`src/rtl/reduce_gate_pipe_v_pkg.sv`:
```
// gate_pkg_v: gate mode encodings, identity elements and tree sizing helpers
// shared by the reduction pipeline, its stages and its interface.
package gate_pkg_v;

    typedef enum logic [1:0] {
        MODE_OR  = 2'b00,
        MODE_AND = 2'b01,
        MODE_XOR = 2'b10,
        MODE_NOR = 2'b11
    } mode_t;

    // NOR reduces as an OR tree, so it shares OR's identity of 0.
    function automatic logic identity(mode_t m);
        return m == MODE_AND;
    endfunction

    function automatic logic combine(mode_t m, logic a, logic b);
        return (m == MODE_AND) ? (a & b) : (m == MODE_XOR) ? (a ^ b) : (a | b);
    endfunction

    function automatic int lat_of(int w);
        return (w <= 1) ? 1 : $clog2(w);
    endfunction

    // Number of live nodes entering tree level k.
    function automatic int stage_w(int w, int k);
        return (w + (1 << k) - 1) >> k;
    endfunction

endpackage

```
`src/rtl/reduce_gate_pipe_v_if.sv`:
```
// reduce_gate_pipe_v_if: beat input, clear and result/accumulator outputs
// of the reduction pipeline.
interface reduce_gate_pipe_v_if #(
    parameter int WIDTH = 8,
    parameter int CNT_W = 8
);
    import gate_pkg_v::*;

    logic             i_valid;
    mode_t            i_mode;
    logic [WIDTH-1:0] i_data;
    logic             i_clr;
    logic             o_valid;
    logic             o_f;
    logic             o_acc;
    logic             o_acc_valid;
    logic [CNT_W-1:0] o_cnt;

    modport master (
        output i_valid, i_mode, i_data, i_clr,
        input  o_valid, o_f, o_acc, o_acc_valid, o_cnt
    );

    modport slave (
        input  i_valid, i_mode, i_data, i_clr,
        output o_valid, o_f, o_acc, o_acc_valid, o_cnt
    );

endinterface

```
`src/rtl/reduce_gate_pipe_v_stage.sv`:
```
// reduce_stage_v: one registered tree level, N operands -> ceil(N/2) results,
// with the beat's valid and mode carried alongside.
module reduce_stage_v
    import gate_pkg_v::*;
#(
    parameter int N    = 2,
    parameter bit LAST = 1'b0
) (
    input  logic                 clk,
    input  logic                 rst,
    input  logic                 in_valid,
    input  mode_t                in_mode,
    input  logic [N-1:0]         in_data,
    output logic                 out_valid,
    output mode_t                out_mode,
    output logic [(N+1)/2-1:0]   out_data
);
    localparam int M = (N + 1) / 2;

    logic [2*M-1:0] padded;
    logic [M-1:0]   nxt;

    // An odd trailing operand pairs with the mode's identity so it passes through.
    always_comb begin
        padded = {(2*M){identity(in_mode)}};
        padded[N-1:0] = in_data;
        for (int i = 0; i < M; i++)
            nxt[i] = combine(in_mode, padded[2*i], padded[2*i+1]);
        if (LAST && in_mode == MODE_NOR)
            nxt = ~nxt;
    end

    // Data holds between beats so the final stage keeps o_f stable.
    always_ff @(posedge clk) begin
        if (rst) begin
            out_valid <= 1'b0;
            out_mode  <= MODE_OR;
            out_data  <= '0;
        end else begin
            out_valid <= in_valid;
            if (in_valid) begin
                out_mode <= in_mode;
                out_data <= nxt;
            end
        end
    end

endmodule

```
`src/rtl/reduce_gate_pipe_v.sv`:
```
// reduce_gate_pipe_v: pipelined OR/AND/XOR/NOR reduction tree, one register
// per level, with a running accumulator and saturating result counter.
module reduce_gate_pipe_v
    import gate_pkg_v::*;
#(
    parameter int WIDTH = 8,
    parameter int CNT_W = 8
) (
    input  logic i_clk,
    input  logic i_rst,
    reduce_gate_pipe_v_if.slave bus
);
    localparam int LAT = lat_of(WIDTH);

    for (genvar k = 0; k < LAT; k++) begin : g_lvl
        localparam int IW = stage_w(WIDTH, k);
        localparam int OW = stage_w(WIDTH, k + 1);
        logic          vi;
        mode_t         mi;
        logic [IW-1:0] di;
        logic          v;
        mode_t         m;
        logic [OW-1:0] d;
        if (k == 0) begin : g_in
            assign vi = bus.i_valid;
            assign mi = bus.i_mode;
            assign di = bus.i_data;
        end else begin : g_in
            assign vi = g_lvl[k-1].v;
            assign mi = g_lvl[k-1].m;
            assign di = g_lvl[k-1].d;
        end
        reduce_stage_v #(.N(IW), .LAST(k == LAT - 1)) u_stage (
            .clk      (i_clk),
            .rst      (i_rst),
            .in_valid (vi),
            .in_mode  (mi),
            .in_data  (di),
            .out_valid(v),
            .out_mode (m),
            .out_data (d)
        );
    end

    mode_t f_mode;

    assign bus.o_valid = g_lvl[LAT-1].v;
    assign bus.o_f     = g_lvl[LAT-1].d[0];
    assign f_mode      = g_lvl[LAT-1].m;

    // A clear that meets a result restarts accumulation from that result.
    always_ff @(posedge i_clk) begin
        if (i_rst) begin
            bus.o_acc       <= 1'b0;
            bus.o_acc_valid <= 1'b0;
            bus.o_cnt       <= '0;
        end else if (bus.o_valid) begin
            bus.o_acc       <= (bus.i_clr || !bus.o_acc_valid) ? bus.o_f
                                                               : combine(f_mode, bus.o_acc, bus.o_f);
            bus.o_acc_valid <= 1'b1;
            bus.o_cnt       <= bus.i_clr ? CNT_W'(1) : bus.o_cnt + CNT_W'(!(&bus.o_cnt));
        end else if (bus.i_clr) begin
            bus.o_acc       <= 1'b0;
            bus.o_acc_valid <= 1'b0;
            bus.o_cnt       <= '0;
        end
    end

endmodule

```
`src/flat_wrapper.sv`:
```
// flat-port wrapper written by rule: the top's interface ports become plain ports
module reduce_gate_pipe_v_flat import gate_pkg_v::*;
#(
    parameter int WIDTH = 8,
    parameter int CNT_W = 8
)
  (i_clk, i_rst, bus_i_valid, bus_i_mode, bus_i_data, bus_i_clr, bus_o_valid, bus_o_f, bus_o_acc, bus_o_acc_valid, bus_o_cnt);
  reduce_gate_pipe_v_if #(.WIDTH(WIDTH), .CNT_W(CNT_W)) bus_i ();
  input  logic i_clk;
  input  logic i_rst;
  input wire logic [$bits(bus_i.i_valid)-1:0] bus_i_valid;
  input wire logic [$bits(bus_i.i_mode)-1:0] bus_i_mode;
  input wire logic [$bits(bus_i.i_data)-1:0] bus_i_data;
  input wire logic [$bits(bus_i.i_clr)-1:0] bus_i_clr;
  output wire logic [$bits(bus_i.o_valid)-1:0] bus_o_valid;
  output wire logic [$bits(bus_i.o_f)-1:0] bus_o_f;
  output wire logic [$bits(bus_i.o_acc)-1:0] bus_o_acc;
  output wire logic [$bits(bus_i.o_acc_valid)-1:0] bus_o_acc_valid;
  output wire logic [$bits(bus_i.o_cnt)-1:0] bus_o_cnt;
  assign bus_i.i_valid = bus_i_valid;
  assign bus_i.i_mode = bus_i_mode;
  assign bus_i.i_data = bus_i_data;
  assign bus_i.i_clr = bus_i_clr;
  assign bus_o_valid = bus_i.o_valid;
  assign bus_o_f = bus_i.o_f;
  assign bus_o_acc = bus_i.o_acc;
  assign bus_o_acc_valid = bus_i.o_acc_valid;
  assign bus_o_cnt = bus_i.o_cnt;
  reduce_gate_pipe_v #(.WIDTH(WIDTH), .CNT_W(CNT_W)) u_core (.i_clk(i_clk), .i_rst(i_rst), .bus(bus_i));
endmodule
```
`config.mk`:
```
export PLATFORM = sky130hd
export DESIGN_NAME = reduce_gate_pipe_v_flat
export DESIGN_NICKNAME = d
export VERILOG_FILES = /design/src/rtl/reduce_gate_pipe_v_pkg.sv /design/src/rtl/reduce_gate_pipe_v_if.sv /design/src/rtl/reduce_gate_pipe_v_stage.sv /design/src/rtl/reduce_gate_pipe_v.sv /design/src/flat_wrapper.sv
export SDC_FILE = /design/constraint.sdc
export NUM_CORES = 1
export LEC_CHECK = 0
export ABC_AREA = 1
export BUFFER_PORTS_ARGS = -buffer_cell sky130_fd_sc_hd__buf_2
export CORE_MARGIN = 2
export CORE_UTILIZATION = 40
export DETAILED_ROUTE_END_ITERATION = 8
export PLACE_DENSITY_LB_ADDON = 0.2
export SLEW_MARGIN = 30
export SYNTH_ARGS = -nofsm -noshare
export SYNTH_HDL_FRONTEND = slang
export SYNTH_SLANG_ARGS = --single-unit
```
`constraint.sdc`:
```
create_clock -name i_clk -period 1.7 [get_ports i_clk]
set_clock_uncertainty 0.2 [all_clocks]
set_input_delay 0.17 -clock i_clk [delete_from_list [all_inputs] [get_ports i_clk]]
set_output_delay 0.17 -clock i_clk [all_outputs]
set_load 0.02 [all_outputs]
```
==> run_results.csv, run 1 <==
group,metric,value,unit
clock_tree,cts.reportedPaths.clkPinSlew,0.14,ns
synthesis,synthArstFlopShare,0,
clock_tree,clk_latency,0.32,ns
pwr,powerDensity,599,mW/mm^2
routing,drt_iter0_markers,46,
clock_tree,numCtsBuffers,3,
floorplan,rows,21,
pwr,peakVddDrop,0.225,mV
routing,postRouteAntennaNets,0,
synthesis,synth_edf_count,0,
clock_tree,cts_tree,"yes",
status,violations,"negative setup slack",
layout,diodes,0,
timing,layout_setup_ws,-0.0177,ns
pwr,p_leak,0.902,nW
global_routing,grt_overflow,0,
layout,drive_above_1_share,0.233,
timing,fin_crit_sh,1.01,
floorplan,fp.dieArea,0.00412,sq mm
global_routing,antenna_found_initial,0,
synthesis,synth_area,0.00145,sq mm
synthesis,yosys-top-cells-area,"dfxtp_1 (36%), ha_1 (16%), inv_1 (10%)",
worst_setup_path,path_delay_family,"simple AND/OR/NAND/NOR gates",
worst_setup_path,cp.required,1.77,ns
worst_setup_path,critPathBufInv,1,
flow_run,maxCapViolations,0,
layout,synthToLayoutAreaGrowth,26.0,%
global_routing,grt_max_degree,15,
routing,dr_total_vias,1280,
placed_design,portBuffers,25,
worst_setup_path,crit_path_max_incr_delay,0.37,ns
synthesis,synth_top_flop_cell,"dfxtp_1",
timing,min_period,1.72,ns
timing,finalMaxSlewViolations,0,
worst_setup_path,path_cells,"inv_2 > nor3_2 > nand4_1 > ha_2 > ha_4 > nand2_4 > nor2_4 > nand2_2 > o21ai_0 > a21oi_1",
global_routing,grt_usage,0.143,
synthesis,synthCells,198,
routing,drt_wl_total,2.78,mm
global_routing,grt_pass1_vias,1167,
worst_setup_path,critical_path_class,"reg2reg",
synthesis,yosysSeqAreaShare,0.359,
synthesis,synth_top_area_share,0.359,
clock_tree,root_buffer,"clkbuf_4",
routing,drc,0,
status,status,"complete, but fails checks",
timing,setup-tns-final,-0.0177,ns
hold_path,hp-class,"in2reg",
worst_setup_path,cp_data_arrival_time,1.79,ns
synthesis,syn_avg_cell_area,7.32,sq um
placed_design,finalWeightedCongestion,0.756,
worst_setup_path,path_max_fanout,3,
synthesis,yosysWarnings,0,
floorplan,fp.dieW,64.2,um
layout,layout.nets,269,
worst_setup_path,critPathSlowestCell,"dfxtp_4",
placed_design,dpl.hpwl,1.99,mm
synthesis,syn_nets,230,
timing,rsz0062_at_grt,"yes",
synthesis,synth_area_leader_cell,"dfxtp_1",
timing,tightestPinTransition,0.255,ns
routing,dr.pass1.iters,4,
timing,max_slew_margin,0.829,
synthesis,synth_cell_types,22,
synthesis,ys_seq_elements,26,
floorplan,io_pins,26,
timing,finalSetupViolCount,1,
clock_tree,cts_max_level,1,
clock_tree,clockBufferDepth,2,
timing,fmax,582,MHz
routing,drt-wirelength-per-cell,9.84,um
clock_tree,clock_sinks,26,
timing,hold_viol_final,0,
worst_setup_path,endpoint_kind,"flop",
global_routing,grt_pass1_wl,4.79,mm
routing,via_per_inst,4.54,
worst_setup_path,reg2reg_setup_slack,-0.02,ns
floorplan,die_h,64.2,um
pwr,power,0.00109,W
floorplan,start_util,0.425,
floorplan,core-area,0.00342,sq mm
worst_setup_path,crit_path_start_kind,"flop",
layer usage:
| layer | GRT usage | part of all wire |
|---|---|---|
| met5 | 0 | 0 |
| met4 | 0.0718 | 0.023 |
| met3 | 0.0158 | 0.032 |
| met2 | 0.241 | 0.48 |
| met1 | 0.179 | 0.47 |
worst reg2reg max path: stages (launching register included):
cell and delay [ns]:
dfxtp_4 0.37, inv_2 0.03, nor3_2 0.15, nand4_1 0.13
ha_2 0.22, ha_4 0.16, nand2_4 0.08, nor2_4 0.05
nand2_2 0.07, o21ai_0 0.07, a21oi_1 0.11
layout make-up:
cell class / instances / area [sq um]
fill: 343 / 1590
clock buffer: 3 / 22.5
tap: 46 / 57.6
sequential: 26 / 536
timing repair buffer: 38 / 245
inverter: 42 / 158
multi-input combinational: 126 / 805
clock inverter: 1 / 3.75
registers in the layout, indices dropped and copies added (netlist names):
register / cells
u_core.bus.o_acc_valid: 1
u_core.bus.o_cnt: 8
u_core.g_lvl.u_stage.out_data: 7
u_core.g_lvl.u_stage.out_valid: 3
u_core.bus.o_acc: 1
u_core.g_lvl.u_stage.out_mode: 6
cells in the final DEF, fill, tap and decap left out, types with 3 or more instances in the layout:
cell type      netlist  routed
nor2_1              13      12
inv_1               40      37
a21oi_1             17      17
dlygate4sd3_1        0       8
nand2_1             35      32
dfxtp_2              0       3
dfxtp_4              0       3
inv_2                2       5
dfxtp_1             26      20
buf_2                2      24
ha_1                18      16
clkbuf_4             0       3
a31oi_1              5       5
o21ai_0             20      18
nand3_1              4       3
o211ai_1             4       4
o21ai_1              1       3
buf_4                0       6
final timing paths:
path,start,endpoint,depth (start not counted)
hold reg to reg,u_core.bus.o_cnt[6],u_core.bus.o_cnt[6],2
hold / removal,i_rst,u_core.g_lvl[2].u_stage.out_data,4
setup reg to reg,u_core.bus.o_cnt[4],u_core.bus.o_cnt[6],10
setup / recovery,u_core.bus.o_cnt[4],u_core.bus.o_cnt[6],10
per-stage QoR:
step	util	instances	hold WS (ns)	worst slack [ns]	area, sq um
final	0.535	282	0.0207	-0.0177	1830
after floorplan	-	198	0.116	0.00901	1470
after CTS	0.526	282	0.0131	-0.000485	1800
after global routing	0.535	282	0.0357	-0.149	1830
after global placement	0.487	269	0.241	0.0186	1660
after detailed placement	0.487	269	0.251	-0.0205	1660
what timing repair did:
item | 4_1_cts | 5_1_grt
hold buffers | 8 | 0
gates resized for setup | 7 | 12
buffers inserted | 1 | 0
endpoints found under the hold margin | 18 | 0
pin swaps | 4 | 4
cloned | 0 | 0
setup endpoints to repair | 1 | 9
where the power goes:
part,switching [W],internal [W]
registers,0.0000232,0.000630
clock network,0.000187,0.0000861
logic,0.0000907,0.0000772
cells in the mapped netlist, types with 4 or more instances:
library cell and number:
nand3_1 4, o21ai_0 20, inv_1 40, nor2_1 13, ha_1 18, a31oi_1 5, o211ai_1 4, a21oi_1 17
nand2_1 35, dfxtp_1 26
logic make-up (layout without fill, tap and decap cells):
family | Yosys count | count (layout) | share of synthesized area
AND/OR/NAND/NOR | 59 | 59 | 0.182
buffers and inverters | 46 | 84 | 0.121
AO/OA/AOI/OAI | 49 | 49 | 0.183
flip-flops | 26 | 26 | 0.359
adder cells (fa/ha/maj) | 18 | 18 | 0.155
(Power assumes the default switching activity.)
==> inputs of run 2 (changes only) <==
BUFFER_PORTS_ARGS = default   (was -buffer_cell sky130_fd_sc_hd__buf_2)
DONT_BUFFER_PORTS = 1   (was default)
==> run 2 against run 1 <==
  * The run now ends clean
  * Clock power increased by 54%
  * Routed wire length increased by 0.79%
  * First-iteration DRC count decreased by 39%
  * Worst hold slack improved by 0.014 ns
  * Largest cell class unchanged
  * Combinational power decreased by 4%
  * Design area increased by 1.6%
  * Critical path type unchanged
  * Register-to-register slack improved by 0.02 ns
  * Maximum frequency increased by 1.1%
  * Sequential power about the same
  * Utilization increased by 0.84 points
  * Highest routed layer unchanged
==> run_results.csv, run 2 (same netlist as run 1, synthesis figures left out) <==
group,metric,value,unit
status,status,"completed",
pwr,p_clk_frac,0.341,
routing,dr.pass1.iters,4,
worst_setup_path,critPathBufInv,0,
layout,top_register,"u_core.bus.o_cnt",
layout,final_common_cell,"inv_1",
global_routing,grt_pass1_wl,4.75,mm
timing,fmax,588,MHz
clock_tree,cts_max_level,1,
worst_setup_path,crit_path_max_incr_delay,0.38,ns
layout,largest_reg_flops,8,
timing,tightestPinTransition,0.381,ns
placed_design,portBuffers,0,
floorplan,fp.dieW,64.2,um
clock_tree,cts.reportedPaths.clkPinSlew,0.14,ns
worst_setup_path,critPathSlowestCell,"dfxtp_4",
global_routing,antenna_found_initial,0,
routing,dr_total_vias,1319,
worst_setup_path,path_delay_family,"simple AND/OR/NAND/NOR gates",
layout,multi_input_area,800,sq um
pwr,p_leak,0.862,nW
pwr,peakVddDrop,0.251,mV
floorplan,fp.dieArea,0.00412,sq mm
layout,diodes,0,
floorplan,rows,21,
pwr,powerDensity,665,mW/mm^2
pwr,pwr-share-comb,0.130,
global_routing,grt_overflow,0,
global_routing,grt_pass1_vias,1242,
pwr,internal_power,0.000942,W
floorplan,core-area,0.00342,sq mm
placed_design,finalWeightedCongestion,0.745,
timing,max_slew_margin,0.745,
pwr,sw_frac_of_total,0.236,
worst_setup_path,path_cells,"nand2_4 > nor3_2 > nand4_1 > ha_2 > nand2_2 > nor3_4 > nand4_2 > nand2_1 > nand2_1 > nor2_1",
floorplan,start_util,0.425,
clock_tree,cts_tree,"yes",
worst_setup_path,crit_path_start_kind,"flop",
clock_tree,root_buffer,"clkbuf_4",
layout,num-fill-cells,349,
worst_setup_path,reg2reg_setup_slack,0.0004,ns
pwr,p_seq_frac,0.529,
timing,rsz0062_at_grt,"yes",
layout,ff_latch_area,536,sq um
worst_setup_path,path_max_fanout,4,
routing,drt-wirelength-per-cell,10.2,um
routing,postRouteAntennaNets,0,
timing,setup-tns-final,0,ns
flow_run,maxCapViolations,0,
hold_path,hp-class,"in2reg",
timing,finalSetupViolCount,0,
placed_design,placed_cell_area,0.00160,sq mm
layout,top_regs,"u_core.bus.o_cnt x8, u_core.g_lvl.u_stage.out_data x7, u_core.g_lvl.u_stage.out_mode x6",
layout,layout.nets,260,
worst_setup_path,critical_path_class,"reg2reg",
timing,fin_crit_sh,1.00,
timing,min_period,1.70,ns
worst_setup_path,cp_data_arrival_time,1.75,ns
layout,synthToLayoutAreaGrowth,28.0,%
floorplan,die_h,64.2,um
layout,design_area,0.00186,sq mm
global_routing,grt_max_degree,16,
routing,via_per_inst,4.83,
placed_design,dpl.hpwl,2.08,mm
layout,drive_above_1_share,0.211,
pwr,power.switching,0.000291,W
worst_setup_path,cp_common_cell,"nand2_1",
routing,drt_wl_total,2.80,mm
routing,drt_iter0_markers,28,
clock_tree,numCtsBuffers,3,
floorplan,io_pins,26,
clock_tree,clock_sinks,26,
timing,hold_viol_final,0,
routing,drc,0,
worst_setup_path,endpoint_kind,"flop",
clock_tree,clk_latency,0.31,ns
worst_setup_path,cp.required,1.75,ns
timing,finalMaxSlewViolations,0,
clock_tree,clockBufferDepth,2,
layout,layout_common_cells,"inv_1 (36), nand2_1 (29), dfxtp_1 (20), o21ai_0 (18)",
global_routing,grt_usage,0.138,
run 2: what timing repair did:
item	CTS	global route
hold buffers	13	0
setup endpoints to repair	3	6
buffers inserted	1	3
resized for setup	6	15
pin swaps	3	11
hold endpoints to repair	26	0
run 2: power groups by stage:
stage / combinational, W / clock, W / sequential [W]
after floorplan: 0.000107 / 0 / 0.000663
after global placement: 0.000122 / 0 / 0.000664
after detailed placement: 0.000129 / 0 / 0.000666
after CTS: 0.000161 / 0.000432 / 0.000652
after global routing: 0.000190 / 0.000459 / 0.000657
final: 0.000161 / 0.000421 / 0.000652
run 2: area by class of cell:
class | count | share of cell area
Clock inverter | 1 | 0.0162
Multi-Input combinational cell | 126 | 0.431
Timing Repair Buffer | 29 | 0.135
Tap cell | 46 | 0.0310
Sequential cell | 26 | 0.289
Inverter | 42 | 0.0863
Clock buffer | 3 | 0.0121
run 2: path summary, 6_finish.rpt:
check | from | to | cells past startpoint
hold reg to reg | u_core.g_lvl[1].u_stage.out_valid | u_core.g_lvl[2].u_stage.out_data | 1
setup / recovery | u_core.bus.o_cnt[3] | u_core.bus.o_cnt[7] | 10
setup reg to reg | u_core.bus.o_cnt[3] | u_core.bus.o_cnt[7] | 10
hold / removal | bus_i_data[3] | u_core.g_lvl[0].u_stage.out_data[1] | 4
run 2: stage by stage:
stage,total power (W),setup WS (ns),util,std cells,hold slack [ns]
after floorplan,0.000770,0.00901,-,198,0.116
after global placement,0.000786,0.0318,0.468,252,0.0424
after detailed placement,0.000794,-0.0425,0.468,252,0.0430
after CTS,0.00125,0.000663,0.527,270,0.0392
after global routing,0.00131,-0.129,0.543,273,0.0562
final,0.00123,0.000375,0.543,273,0.0345
run 2: routing by layer:
| metal | up-vias | track usage | share of wire |
|---|---|---|---|
| met5 | - | 0 | 0 |
| met4 | 0 | 0.0452 | 0.0096 |
| met3 | 2 | 0.0158 | 0.042 |
| met2 | 26 | 0.277 | 0.51 |
| met1 | 599 | 0.147 | 0.44 |
| li1 | 692 | - | - |
run 2: worst min-delay path: stages:
cell and delay, ns:
inv_1 0.03, ha_1 0.11, o211ai_1 0.09, a31oi_1 0.12
